<file path="src/rtl/modn_counter_pkg.sv">
// modn_counter_pkg: FSM state type and count-direction constants shared by
// modn_counter and modn_step.
package modn_counter_pkg;
   typedef enum logic [1:0] {IDLE, RUN, DONE} state_t;
   localparam logic CNT_UP = 1'b1;
   localparam logic CNT_DN = 1'b0;
endpackage

</file>
<file path="src/rtl/modn_step.sv">
// modn_step: combinational modulo-N next value and wrap detection for one count step.
module modn_step
   import modn_counter_pkg::*;
#(
   parameter int WIDTH   = 4,
   parameter int MODULUS = 5
) (
   input  logic [WIDTH-1:0] count_i,
   input  logic             up_dn_i,
   output logic [WIDTH-1:0] next_o,
   output logic             is_wrap_o
);
   localparam logic [WIDTH-1:0] MAX = WIDTH'(MODULUS - 1);
   always_comb begin
      is_wrap_o = (up_dn_i == CNT_UP) ? (count_i == MAX) : (count_i == '0);
      next_o    = is_wrap_o ? ((up_dn_i == CNT_UP) ? '0 : MAX)
                            : ((up_dn_i == CNT_UP) ? count_i + 1'b1 : count_i - 1'b1);
   end
endmodule

</file>
<file path="src/rtl/modn_counter.sv">
// modn_counter: modulo-N up/down counter with IDLE/RUN/DONE control FSM.
// Define MODN_COUNTER_WRAPCNT_EN to add the saturating wrap_cnt output.
module modn_counter
   import modn_counter_pkg::*;
#(
   parameter int WIDTH   = 4,
   parameter int MODULUS = 5,
   parameter int WRAP_W  = 8
) (
   input  logic              clk,
   input  logic              reset_n,
   input  logic              start,
   input  logic              stop,
   input  logic              en,
   input  logic              up_dn,
   input  logic              mode,
   input  logic              load,
   input  logic [WIDTH-1:0]  load_val,
   output logic [WIDTH-1:0]  count,
   output logic              tc,
   output logic              wrap,
   output logic              busy,
`ifdef MODN_COUNTER_WRAPCNT_EN
   output logic [WRAP_W-1:0] wrap_cnt,
`endif
   output logic              done
);
   localparam logic [WIDTH-1:0] MAX = WIDTH'(MODULUS - 1);

   if (MODULUS < 2 || MODULUS > (1 << WIDTH) || WRAP_W < 1) begin : g_bad_params
      $error("modn_counter: need 2 <= MODULUS <= 2**WIDTH and WRAP_W >= 1");
   end

   state_t           state_q, state_d;
   logic [WIDTH-1:0] count_q, count_d, step_next;
   logic             wrap_q, wrap_d, term, do_start, do_adv;

   modn_step #(.WIDTH(WIDTH), .MODULUS(MODULUS)) u_step (
      .count_i  (count_q),
      .up_dn_i  (up_dn),
      .next_o   (step_next),
      .is_wrap_o(term)
   );

   // load beats stop beats start beats advance; start while running falls through to advance
   assign do_start = !load && !stop && start && state_q != RUN;
   assign do_adv   = !load && !stop && state_q == RUN && en;

   always_ff @(posedge clk or negedge reset_n) begin
      if (!reset_n) begin
         state_q <= IDLE;
         count_q <= '0;
         wrap_q  <= 1'b0;
      end else begin
         state_q <= state_d;
         count_q <= count_d;
         wrap_q  <= wrap_d;
      end
   end

   always_comb begin
      state_d = load ? state_q : stop ? IDLE : do_start ? RUN : (do_adv && mode && term) ? DONE : state_q;
      count_d = load ? ((int'(load_val) >= MODULUS) ? MAX : load_val)
              : (do_start && state_q == DONE) ? ((up_dn == CNT_DN) ? MAX : '0)
              : (do_adv && !(mode && term)) ? step_next
              : count_q;
      wrap_d  = do_adv && !mode && term;
   end

   always_comb begin
      busy = state_q == RUN;
      done = state_q == DONE;
   end

   assign count = count_q;
   assign tc    = term;
   assign wrap  = wrap_q;

`ifdef MODN_COUNTER_WRAPCNT_EN
   logic [WRAP_W-1:0] wrap_cnt_q;
   always_ff @(posedge clk or negedge reset_n) begin
      if (!reset_n) wrap_cnt_q <= '0;
      else if (load) wrap_cnt_q <= '0;
      else if (wrap_d && !(&wrap_cnt_q)) wrap_cnt_q <= wrap_cnt_q + 1'b1;
   end
   assign wrap_cnt = wrap_cnt_q;
`endif
endmodule
</file>
<file path="config.mk">
export PLATFORM = sky130hd
export DESIGN_NAME = modn_counter
export DESIGN_NICKNAME = d
export VERILOG_FILES = /design/src/rtl/modn_counter_pkg.sv /design/src/rtl/modn_step.sv /design/src/rtl/modn_counter.sv
export SDC_FILE = /design/constraint.sdc
export NUM_CORES = 1
export LEC_CHECK = 0
export BUFFER_PORTS_ARGS = -buffer_cell sky130_fd_sc_hd__buf_4
export CAP_MARGIN = 20
export CELL_PAD_IN_SITES_DETAIL_PLACEMENT = 1
export CELL_PAD_IN_SITES_GLOBAL_PLACEMENT = 1
export CORE_MARGIN = 4
export CORE_UTILIZATION = 37
export CTS_CLUSTER_DIAMETER = 200
export CTS_CLUSTER_SIZE = 14
export DETAILED_ROUTE_END_ITERATION = 10
export HOLD_SLACK_MARGIN = 0.02
export PLACE_DENSITY_LB_ADDON = 0.1
export SYNTH_ARGS = -nofsm -noshare
export SYNTH_HDL_FRONTEND = slang
export SYNTH_SLANG_ARGS = --single-unit
export TNS_END_PERCENT = 30
</file>
<file path="constraint.sdc">
create_clock -name clk -period 3.4 [get_ports clk]
set_input_delay 0.34 -clock clk [delete_from_list [all_inputs] [get_ports clk]]
set_output_delay 0.34 -clock clk [all_outputs]
set_load 0.02 [all_outputs]
</file>
After elaboration in Yosys (flattened, before gate mapping)
Cells that the tools add are included.
Widths: inputs -> output; s select.
{"block": "classes", "add_sub_neg": 2, "magnitude_cmp": 1, "n_eq_ne": 4, "mux": 11, "bitwise_logic": 1, "n_reduce_logical": 20}
{"cell": "$mux 4", "n": 6}
{"cell": "$logic_and 1x1->1", "n": 12}
{"cell": "$mux 2", "n": 3}
{"cell": "$reduce_bool 3->1", "n": 2}
{"cell": "$add 4x1->4 const B", "n": 1}
{"cell": "$eq 4x3->1 const B", "n": 1}
{"cell": "$ge 4x3->1 const B", "n": 1}
{"cell": "$logic_not 1->1", "n": 4}
{"cell": "$logic_not 4->1", "n": 1}
{"cell": "$sub 4x1->4 const B", "n": 1}
{"cell": "$mux 3", "n": 1}
{"cell": "$eq 2x1->1 const B", "n": 1}
{"cell": "$eq 2x2->1 const B", "n": 1}
{"cell": "$ne 2x1->1 const B", "n": 1}
{"cell": "$reduce_and 2->1", "n": 1}
{"cell": "$mux 1", "n": 1}
{"cell": "$not 1->1", "n": 1}
{"block": "word_totals", "register_bits": 7, "input_bits": 12, "out_inout_bits": 8, "elab_cells": 42}

Logic depth before layout (Yosys ltp)
Gate-level depths: netlist (run 1).
{"block": "depth", "depth_word": 9, "ltp_mapped": 6}

Cells and area by module
A second synthesis (run 1) with hierarchy kept.
{"block": "hier_totals", "hier_cells": 64, "area_unflattened_um2": 630.6}
{"module": "modn_counter", "instances": 1, "cells_each": 39, "area_each_um2": 447.9, "seq_area_each_um2": 175.2}
{"module": "modn_step", "instances": 1, "cells_each": 25, "area_each_um2": 182.7, "seq_area_each_um2": 0.0}

Worst setup path after synthesis (run 1)
No wires, ideal clock.
{"block": "synth_timing", "path_type": "reg2reg", "from": "register count_q[0], in the netlist count[0]", "to": "register count_q[2], in the netlist count[2]", "setup_time_ns": 0.125, "t_arrival_ns": 1.755, "required_time_ns": 3.275, "setup_slack_ns": 1.520, "path_stages_with_launch": 7, "path_buffers": 0, "period_less_slack_ns": 1.880, "cell_sequence": "dfrtp_1 > inv_1 > fa_1 > xnor2_1 > a2111oi_2 > a311oi_1 > mux2_4"}
{"block": "synth_via", "elab_chain_len": 6, "word_cells_on_any_way": 14}
{"element": "start, declared", "line": "modn_counter.sv:35", "source": "logic [WIDTH-1:0] count_q, count_d, step_next;"}
{"element": "start signal, assigned", "line": "modn_counter.sv:56", "source": "count_q <= count_d;"}
{"element": "$sub 4x1->4 (tied with other cells)", "line": "modn_step.sv:17", "source": ": ((up_dn_i == CNT_UP) ? count_i + 1'b1 : count_i - 1'b1);"}
{"element": "$mux 4 / $mux 1 (equally long branches)", "line": "modn_step.sv:17, modn_step.sv:15"}
{"element": "$mux 4 / $logic_and 1x1->1 (equally long branches)", "line": "modn_step.sv:16, modn_counter.sv:65"}
{"element": "$mux 4 / $logic_not 1->1 (equally long branches)", "line": "modn_counter.sv:65", "source": ": (do_adv && !(mode && term)) ? step_next"}
{"element": "$mux 4 / $logic_and 1x1->1 (equally long branches)", "line": "modn_counter.sv:64, modn_counter.sv:65"}
{"element": "$mux 4 / $reduce_bool 3->1 (equally long branches)"}
Parallel ways exist; a longest one is shown, timed or not. The select of a mux whose other input is x is not followed.
A chain may end at the register's enable or synchronous reset.

Worst setup path after layout (run 1)
{"block": "layout_timing", "from": "register count_q[3], in the netlist count[3]", "to": "output tc"}
{"block": "layout_via", "elab_chain_len": 2, "word_cells_on_any_way": 3}
{"element": "$eq 4x3->1 / $logic_not 4->1 (equally long branches)", "line": "modn_step.sv:15", "source": "is_wrap_o = (up_dn_i == CNT_UP) ? (count_i == MAX) : (count_i == '0);"}
{"element": "$mux 1 (*)", "line": "modn_step.sv:15"}
{"element": "end, declared", "line": "modn_counter.sv:20", "source": "output logic tc,"}
Every way passes the cells marked *; elsewhere a longest branch is shown, timed or not.

==> results of run 1 <==
==> cell families after synthesis <==
logic type / Yosys count / synth area share (%)
AO/OA/AOI/OAI: 13 / 19.73
flip-flops: 7 / 32.11
multiplexers: 5 / 10.09
AND/OR/NAND/NOR: 17 / 19.72
XOR/XNOR: 2 / 4.588
adder cells (fa/ha/maj): 3 / 8.256
buffers and inverters: 8 / 5.505
==> report_power, final <==
group          internal [W]  leakage, nW   total, W  switching [W]
clock network     0.0000447       0.0150  0.0000746      0.0000299
logic              0.000138        0.267   0.000296       0.000158
registers          0.000104       0.0901   0.000133      0.0000284
==> how the worst max path moves through the flow <==
stage / cells after the start / to / start / slack, ns
after floorplan: 6 / count[2] / count[0] / 1.52
after global placement: 6 / count[2] / up_dn / 1.60
after detailed placement: 6 / count[2] / count[0] / 1.56
after CTS: 4 / tc / count[3] / 1.47
after global routing: 4 / tc / count[3] / 1.31
final: 4 / tc / count[3] / 1.49
==> stage by stage <==
step,utilization [%],worst slack [ns]
floorplan,-,1.520
global placement,52.36,1.601
detailed placement,52.36,1.564
CTS,55.05,1.470
global route,55.05,1.311
finish,55.05,1.492
==> per-layer routing <==
| layer | track usage (%) | share of wire (%) | up-vias | routed length (microns) |
|---|---|---|---|---|
| li1 | - | - | 253 | - |
| met1 | 18.35 | 39 | 256 | 570 |
| met2 | 29.12 | 55 | 12 | 797 |
| met3 | 7.031 | 5.5 | 0 | 79 |
| met4 | 0 | 0 | 0 | 0 |
| met5 | 0 | 0 | - | 0 |
==> placed cells by master, fill, tap and decap left out, types with 3 or more instances in the layout <==
master and n:
clkbuf_4 3, nor2_1 3, mux2i_1 4, dfrtp_1 7
a32oi_1 3, buf_4 19, inv_1 7, nor3_1 3
==> flip-flops by register name, indices dropped and copies added, names as in the netlist <==
name,count
count,4
wrap,1
state_q,2
==> layout make-up <==
| type | instances | share of cell area (%) |
|---|---|---|
| well taps | 15 | 2.525 |
| multi-input cells | 40 | 45.79 |
| flip-flops and latches | 7 | 23.57 |
| repair buffers | 20 | 20.54 |
| inverters | 8 | 4.040 |
| clock buffers | 4 | 3.535 |
==> worst max-delay path: stages (launching register included) <==
cell and delay (ns):
dfrtp_1 0.43, nor3_1 0.41, nand2_1 0.24, inv_1 0.10
buf_4 0.14
==> out/summary.txt, run 1 <==
status = completed
reg2reg path depth = 6
Min Hold Slack = 0.2706 ns
grt total ovfl = 0
Hold Vio Cnt, Final = 0
max cap viols = 0
Cell Count, Final, Fillers Out = 94
Die Y = 46.40 microns
DR pass1 iterations = 1
RSZ-0062 raised after global routing = false
layout cells sized above 1 = 40.51%
Max VDD drop = 0.3139 mV
top-area cell type share of the netlist area = 32.11%
initial drt markers = 0
Total GRT Usage = 16.08%
post-synth cell types = 29
Final #Nets = 95
Final Skew = 0.0005287 ns
top achievable clock speed = 0.5241 GHz
pin count of the biggest net entering global routing = 8
Placer Congestion = 0.7521
EDFF count, synth = 0
synthesized area per cell = 9.919 sq um
CP endpoint kind = output pin
area of the multi-input gates = 340.3 sq um
DR WL/cell = 15.39 microns
hold_buf cts = 1
clock-pin slew on the worst setup and hold paths = 0.05 ns
Final Setup Violations = 0
CTS buffer count = 3
register area = 175.2 sq um
CTS Buffer Depth = 2
Die Width = 46.40 microns
input/output buffers = 19
Synth area leaders = dfrtp_1 32%, mux2i_1 7.3%, inv_1 4.8%, a32oi_1 4.8%, ha_1 4.6%
crit path kind = reg2out
startpoint types = flip-flop
Reg2Reg Capture Point = count[2]
fin. max-slew vios = 0
ys async rst share = 100.0%
Post-CTS Setup Bufs = 0
minimum clock period = 1.908 ns
routed vias = 521
Crit Path Max Fanout = 5
final total power = 0.0005032 W
IO Pins = 20
Root Driver = clkbuf_4
Area growth syn-to-layout = 36.24%
Worst-Skew Late Latency = 0.25 ns
fin area = 743.2 sq um
final wirelength = 1.447 mm
Row Count = 13
LEAKAGE = 0.3726 nW
hold path start = mode
Syn Nets = 70
Least-Margin Pin Slew = 0.4297 ns
sequential fraction of the synthesis area = 32.11%
Fillers = 169
YS warnings = 0
Pwr Density = 677.1 nW/um^2
worst min path class = in2reg
Cells after Synth = 55
ANT cells = 0
CP Data Arrival Time = 1.57 ns
first-pass GRT wire length = 2.408 mm
drt via density = 5.543
Routed Antenna Nets = 0
ys flop type = dfrtp_1
fin crit share = 56.12%
R2R setup slack = 1.57 ns
Core ar. = 1350 sq um
WHS Path Cells = 2
initial antenna violation count = 0
required time of the critical path = 3.06 ns
Post-synth top cells = 7 x dfrtp_1, 7 x inv_1, 4 x mux2i_1
area of the die = 2153 sq um
dpl cell area = 706.9 sq um
CTS tree = built
initial core utilization = 40.41%
TritonCTS Sinks = 7
synthesized flop and latch total = 7
Slew HR = 71.13%
Residual DRC = 0
mapped cell area = 545.5 sq um
cell taking the most area after synthesis = dfrtp_1
hold endpoint = wrap
post-cts sizing count = 0
Inst Count DP = 89
Post-DP HPWL = 1.203 mm
vias in the first global route = 546
reg2reg start = count[0]
H-tree depth = 1
Fin Setup TNS = 0 ns
Power figures use the tool's default switching activity.
==> run 2: changes to the inputs <==
Settings changed: CORE_UTILIZATION 37 to 34.
Clock period 3.4 ns to 1.8 ns, I/O delays scaled along.
==> out/summary.txt, run 2 (same netlist as run 1, synthesis figures left out) <==
status = completed (unchanged)
Worst-Skew Late Latency = 0.26 ns (was 0.25 ns)
worst min path class = in2reg (unchanged)
clock-pin slew on the worst setup and hold paths = 0.06 ns (was 0.05 ns)
Total GRT Usage = 15.59% (was 16.08%)
RSZ-0062 raised after global routing = true (was false)
Top delay family on crit path = compound AO/OA/AOI/OAI gates (was simple AND/OR/NAND/NOR gates)
Min Hold Slack = 0.09506 ns (was 0.2706 ns)
LEAKAGE = 0.3865 nW (was 0.3726 nW)
startpoint types = flip-flop (unchanged)
reg2reg start = count[0] (unchanged)
vias in the first global route = 543 (was 546)
Placer Congestion = 0.7472 (was 0.7521)
area of the die = 2309 sq um (was 2153 sq um)
power share of the combinational group = 61.5% (was 58.8%)
layout cells sized above 1 = 54.88% (was 40.51%)
reg2reg path depth = 6 (unchanged)
max FFs per register = 4 (unchanged)
CTS buffer count = 3 (unchanged)
max cap viols = 0 (unchanged)
Slew HR = 72.37% (was 71.13%)
grt total ovfl = 0 (unchanged)
Pint = 0.0006028 W (was 0.0002874 W)
area of the multi-input gates = 366.6 sq um (was 340.3 sq um)
Post-DP HPWL = 1.200 mm (was 1.203 mm)
final wirelength = 1.598 mm (was 1.447 mm)
initial drt markers = 10 (was 0)
fin crit share = 96.10%
slowest stage delay, CP = 0.37 ns (was 0.43 ns)
commonest non-fill, non-tap cell in the layout = buf_4 (unchanged)
top achievable clock speed = 0.5781 GHz
Crit Path Max Fanout = 4 (was 5)
Fin Setup TNS = 0 ns (unchanged)
switch share = 43.21% (was 42.90%)
slowest stage cell, crit path = dfrtp_2 (was dfrtp_1)
Die Y = 48.06 microns (was 46.40 microns)
CP Data Arrival Time = 1.88 ns (was 1.57 ns)
CTS Buffer Depth = 2 (unchanged)
DR WL/cell = 16.31 microns (was 15.39 microns)
minimum clock period = 1.730 ns
CP endpoint kind = flip-flop (was output pin)
required time of the critical path = 1.95 ns (was 3.06 ns)
ANT cells = 0 (unchanged)
crit path kind = reg2reg (was reg2out)
H-tree depth = 1 (unchanged)
Root Driver = clkbuf_4 (unchanged)
Routed Antenna Nets = 0 (unchanged)
Final #Nets = 98 (was 95)
Critical path buffers and inverters = 1 (was 2)
fin. max-slew vios = 0 (unchanged)
initial antenna violation count = 0 (unchanged)
Clock Power Share = 14.7% (was 14.8%)
Seq pwr share = 23.9% (was 26.4%)
register area = 178.9 sq um (was 175.2 sq um)
Inst Count DP = 92 (was 89)
worst path cell trace = inv_2, fa_2, xnor2_1, a2111oi_2, a311oi_1, mux2_4 (was nor3_1, nand2_1, inv_1, buf_4)
NetSw = 0.0004586 W (was 0.0002159 W)
Fillers = 171 (was 169)
hold path start = mode (unchanged)
pin count of the biggest net entering global routing = 8 (unchanged)
CTS tree = built (unchanged)
routed vias = 531 (was 521)
Die Width = 48.06 microns (was 46.40 microns)
most frequent cells in the layout = 22 x buf_4, 5 x inv_1, 4 x mux2i_1, 4 x dfrtp_1 (was 19 x buf_4, 7 x inv_1, 7 x dfrtp_1)
Final Setup Violations = 0 (unchanged)
Area growth syn-to-layout = 46.10% (was 36.24%)
TritonCTS Sinks = 7 (unchanged)
input/output buffers = 19 (unchanged)
drt via density = 5.418 (was 5.543)
WHS Path Cells = 2 (unchanged)
Cell Count, Final, Fillers Out = 98 (was 94)
Final Skew = 0.005425 ns (was 0.0005287 ns)
initial core utilization = 36.21% (was 40.41%)
Pwr Density = 1332 nW/um^2 (was 677.1 nW/um^2)
DR pass1 iterations = 3 (was 1)
Hold Vio Cnt, Final = 0 (unchanged)
Reg2Reg Capture Point = count[2] (unchanged)
Row Count = 14 (was 13)
R2R setup slack = 0.07 ns (was 1.57 ns)
Least-Margin Pin Slew = 0.4113 ns (was 0.4297 ns)
Max VDD drop = 0.6683 mV (was 0.3139 mV)
IO Pins = 20 (unchanged)
Core ar. = 1506 sq um (was 1350 sq um)
first-pass GRT wire length = 2.421 mm (was 2.408 mm)
hold endpoint = wrap (unchanged)
Residual DRC = 0 (unchanged)
==> run 2: cell types whose count changed in the layout (fill, tap and decap cells not counted), sizes merged <==
cell  delta
buf      +3
==> run 2: final cells by class <==
class,count,share of cell area (%)
repair buffers,23,21.98
inverters,8,3.768
well taps,16,2.512
flip-flops and latches,7,22.45
clock buffers,4,3.297
multi-input cells,40,46.00
==> run 2: worst max path at each step <==
| stage | start | end | slack, ns | depth (start not counted) |
|---|---|---|---|---|
| 2_1_floorplan | count[0] | count[2] | 0.006 | 6 |
| 4_1_cts | count[1] | count[2] | 0.01 | 6 |
| 5_1_grt | count[0] | count[2] | -0.05 | 6 |
| 3_5_place_dp | count[1] | count[2] | 0.03 | 6 |
| 6_report | count[0] | count[2] | 0.07 | 6 |
| 3_3_place_gp | count[1] | count[2] | 0.06 | 6 |
==> run 2: metal layers <==
layer / vias up / track usage (%) / wire, microns
met3: 2 / 2.256 / 65
li1: 259 / - / -
met1: 257 / 19.37 / 717
met5: - / 0 / 0
met4: 0 / 6.452 / 6
met2: 13 / 26.65 / 808
==> run 2: through the flow <==
step           instance area (sq um)  setup slack, ns  total power (W)  util [%]
2_1_floorplan                  548.0         0.005616        0.0006301         -
3_3_place_gp                   725.7          0.06378        0.0008198     48.17
3_5_place_dp                   725.7          0.02823        0.0008279     48.17
4_1_cts                        767.0          0.01150         0.001002     50.91
5_1_grt                        797.0         -0.04639         0.001143     52.91
6_report                       797.0          0.07026         0.001061     52.91
==> run 2: timing repair <==
item / 4_1_cts / 5_1_grt
hold buffers: 1 / 0
gates resized for setup: 1 / 7
hold endpoints to repair: 7 / 0
setup buffers: 0 / 1
setup endpoints to repair: 1 / 2
pin swaps: 0 / 3
cloned: 0 / 0
==> run 2: power by group through the flow <==
stage	clock, W	sequential, W	combinational (W)
finish	0.000156	0.000253	0.000652
global route	0.000173	0.000261	0.000709
CTS	0.000163	0.000249	0.000590
detailed placement	0	0.000250	0.000578
global placement	0	0.000246	0.000573
floorplan	0	0.000287	0.000343
==> run 3: changes to the inputs <==
Settings changed: PLACE_DENSITY set to 0.79, PLACE_DENSITY_LB_ADDON 0.1 to not set.
==> out/summary.txt, run 3 (same netlist as run 1, synthesis figures left out) <==
status = completed (unchanged)
layout cells sized above 1 = 48.81% (was 54.88%)
Worst-Skew Late Latency = 0.27 ns (was 0.26 ns)
TritonCTS Sinks = 7 (unchanged)
Placer Congestion = 0.7663 (was 0.7472)
dpl ws = 0.02478 ns (was 0.02823 ns)
Row Count = 14 (unchanged)
Root Driver = clkbuf_4 (unchanged)
Area growth syn-to-layout = 45.18% (was 46.10%)
final wirelength = 1.519 mm (was 1.598 mm)
Total GRT Usage = 16.82% (was 15.59%)
final total power = 0.001046 W (was 0.001061 W)
initial antenna violation count = 0 (unchanged)
IO Pins = 20 (unchanged)
CP Data Arrival Time = 1.86 ns (was 1.88 ns)
Final Setup Violations = 0 (unchanged)
Hold Vio Cnt, Final = 0 (unchanged)
metal3 WL = 128 microns (was 65 microns)
initial drt markers = 13 (was 10)
Routed Antenna Nets = 0 (unchanged)
DR WL/cell = 15.19 microns (was 16.31 microns)
Slew HR = 69.93% (was 72.37%)
routed vias = 544 (was 531)
ANT cells = 0 (unchanged)
grt total ovfl = 0 (unchanged)
Max VDD drop = 0.7004 mV (was 0.6683 mV)
minimum clock period = 1.695 ns (was 1.730 ns)
vias in the first global route = 560 (was 543)
worst min path class = in2reg (unchanged)
pin count of the biggest net entering global routing = 8 (unchanged)
RSZ-0062 raised after global routing = false (was true)
Crit Path Max Fanout = 4 (unchanged)
Least-Margin Pin Slew = 0.4476 ns (was 0.4113 ns)
CTS buffer count = 3 (unchanged)
CTS Buffer Depth = 2 (unchanged)
commonest non-fill, non-tap cell in the layout = buf_4 (unchanged)
fin. max-slew vios = 0 (unchanged)
Post-DP HPWL = 1.201 mm (was 1.200 mm)
Min Hold Slack = 0.09113 ns (was 0.09506 ns)
LEAKAGE = 0.3962 nW (was 0.3865 nW)
Residual DRC = 0 (unchanged)
worst path cell trace = inv_1, fa_2, xnor2_1, a2111oi_2, a311oi_1, mux2_4 (was inv_2, fa_2, xnor2_1, a2111oi_2, a311oi_1, mux2_4)
top achievable clock speed = 0.5899 GHz (was 0.5781 GHz)
CP endpoint kind = flip-flop (unchanged)
CTS tree = built (unchanged)
DR pass1 iterations = 4 (was 3)
required time of the critical path = 1.96 ns (was 1.95 ns)
Pwr Density = 1320 nW/um^2 (was 1332 nW/um^2)
Fin Setup TNS = 0 ns (unchanged)
fin crit share = 94.18% (was 96.10%)
Inst Count DP = 94 (was 92)
initial core utilization = 36.21% (unchanged)
Die Y = 48.06 microns (unchanged)
input/output buffers = 19 (unchanged)
area of the die = 2309 sq um (unchanged)
startpoint types = flip-flop (unchanged)
met2 routed wirelength = 728 microns (was 808 microns)
crit path kind = reg2reg (unchanged)
Die Width = 48.06 microns (unchanged)
most frequent cells in the layout = 24 x buf_4, 7 x inv_1, 5 x dfrtp_1 (was 22 x buf_4, 5 x inv_1, 4 x mux2i_1, 4 x dfrtp_1)
slowest stage delay, CP = 0.38 ns (was 0.37 ns)
drt via density = 5.440 (was 5.418)
H-tree depth = 1 (unchanged)
Setup WS post-layout = 0.1048 ns (was 0.07026 ns)
clock-pin slew on the worst setup and hold paths = 0.05 ns (was 0.06 ns)
Core ar. = 1506 sq um (unchanged)
top sig layer = met4 (unchanged)
Cell Count, Final, Fillers Out = 100 (was 98)
Final #Nets = 100 (was 98)
Final Skew = 0.003699 ns (was 0.005425 ns)
first-pass GRT wire length = 2.490 mm (was 2.421 mm)
WL met1 = 616 microns (was 717 microns)
slowest stage cell, crit path = dfrtp_2 (unchanged)
max cap viols = 0 (unchanged)
max FFs per register = 4 (unchanged)
[run 3: repair_timing]
item                       in CTS  in global routing
setup endpoints to repair       0                  2
hold endpoints to repair        7                  0
setup buffers                   0                  1
resized for setup               0                  2
hold buffers                    1                  0
[run 3: critical path: cells and delay by family, from the launching register on]
kind / cells / cell delay [ns]
flops: 1 / 0.38
compound gates: 2 / 0.36
fa+ha+maj: 1 / 0.34
mux: 1 / 0.27
xor+xnor: 1 / 0.14
buf+inv: 1 / 0.09
[run 3: path summary, 6_finish.rpt]
check | slack, ns | endpoint | from | cells after the start
setup / recovery | 0.10 | count[2] | count[1] | 6
hold / removal | 0.09 | wrap | mode | 2
setup reg to reg | 0.10 | count[2] | count[1] | 6
hold reg to reg | 0.56 | state_q[1] | state_q[1] | 1
max in group asynchronous | 1.41 | count[0] | reset_n | 2
min in group asynchronous | 0.26 | count[3] | reset_n | 2
[run 3: final cells by class]
cell class / count / area [sq um]
well taps: 16 / 20.02
fillers: 185 / 714.4
inverters: 8 / 30.03
clock buffers: 4 / 26.28
multi-input cells: 40 / 347.8
repair buffers: 25 / 190.2
flip-flops and latches: 7 / 177.7
[run 3: metal layers]
layer / track usage, % / vias up
met2: 25.59 / 23
met3: 5.639 / 5
met4: 11.29 / 0
met5: 0 / -
li1: - / 261
met1: 19.86 / 255
[run 3: report_power, final]
group	switching, W	internal [W]
Combinational	0.000326	0.000321
Sequential	0.0000426	0.000200
Clock	0.0000708	0.0000854
Total	0.000439	0.000607
[run 3: per-stage QoR]
stage	utilization [%]	instance area, sq um
after floorplan	-	548.0
after global placement	49.17	740.7
after detailed placement	49.17	740.7
after CTS	51.58	777.0
after global routing	52.57	792.0
final	52.57	792.0
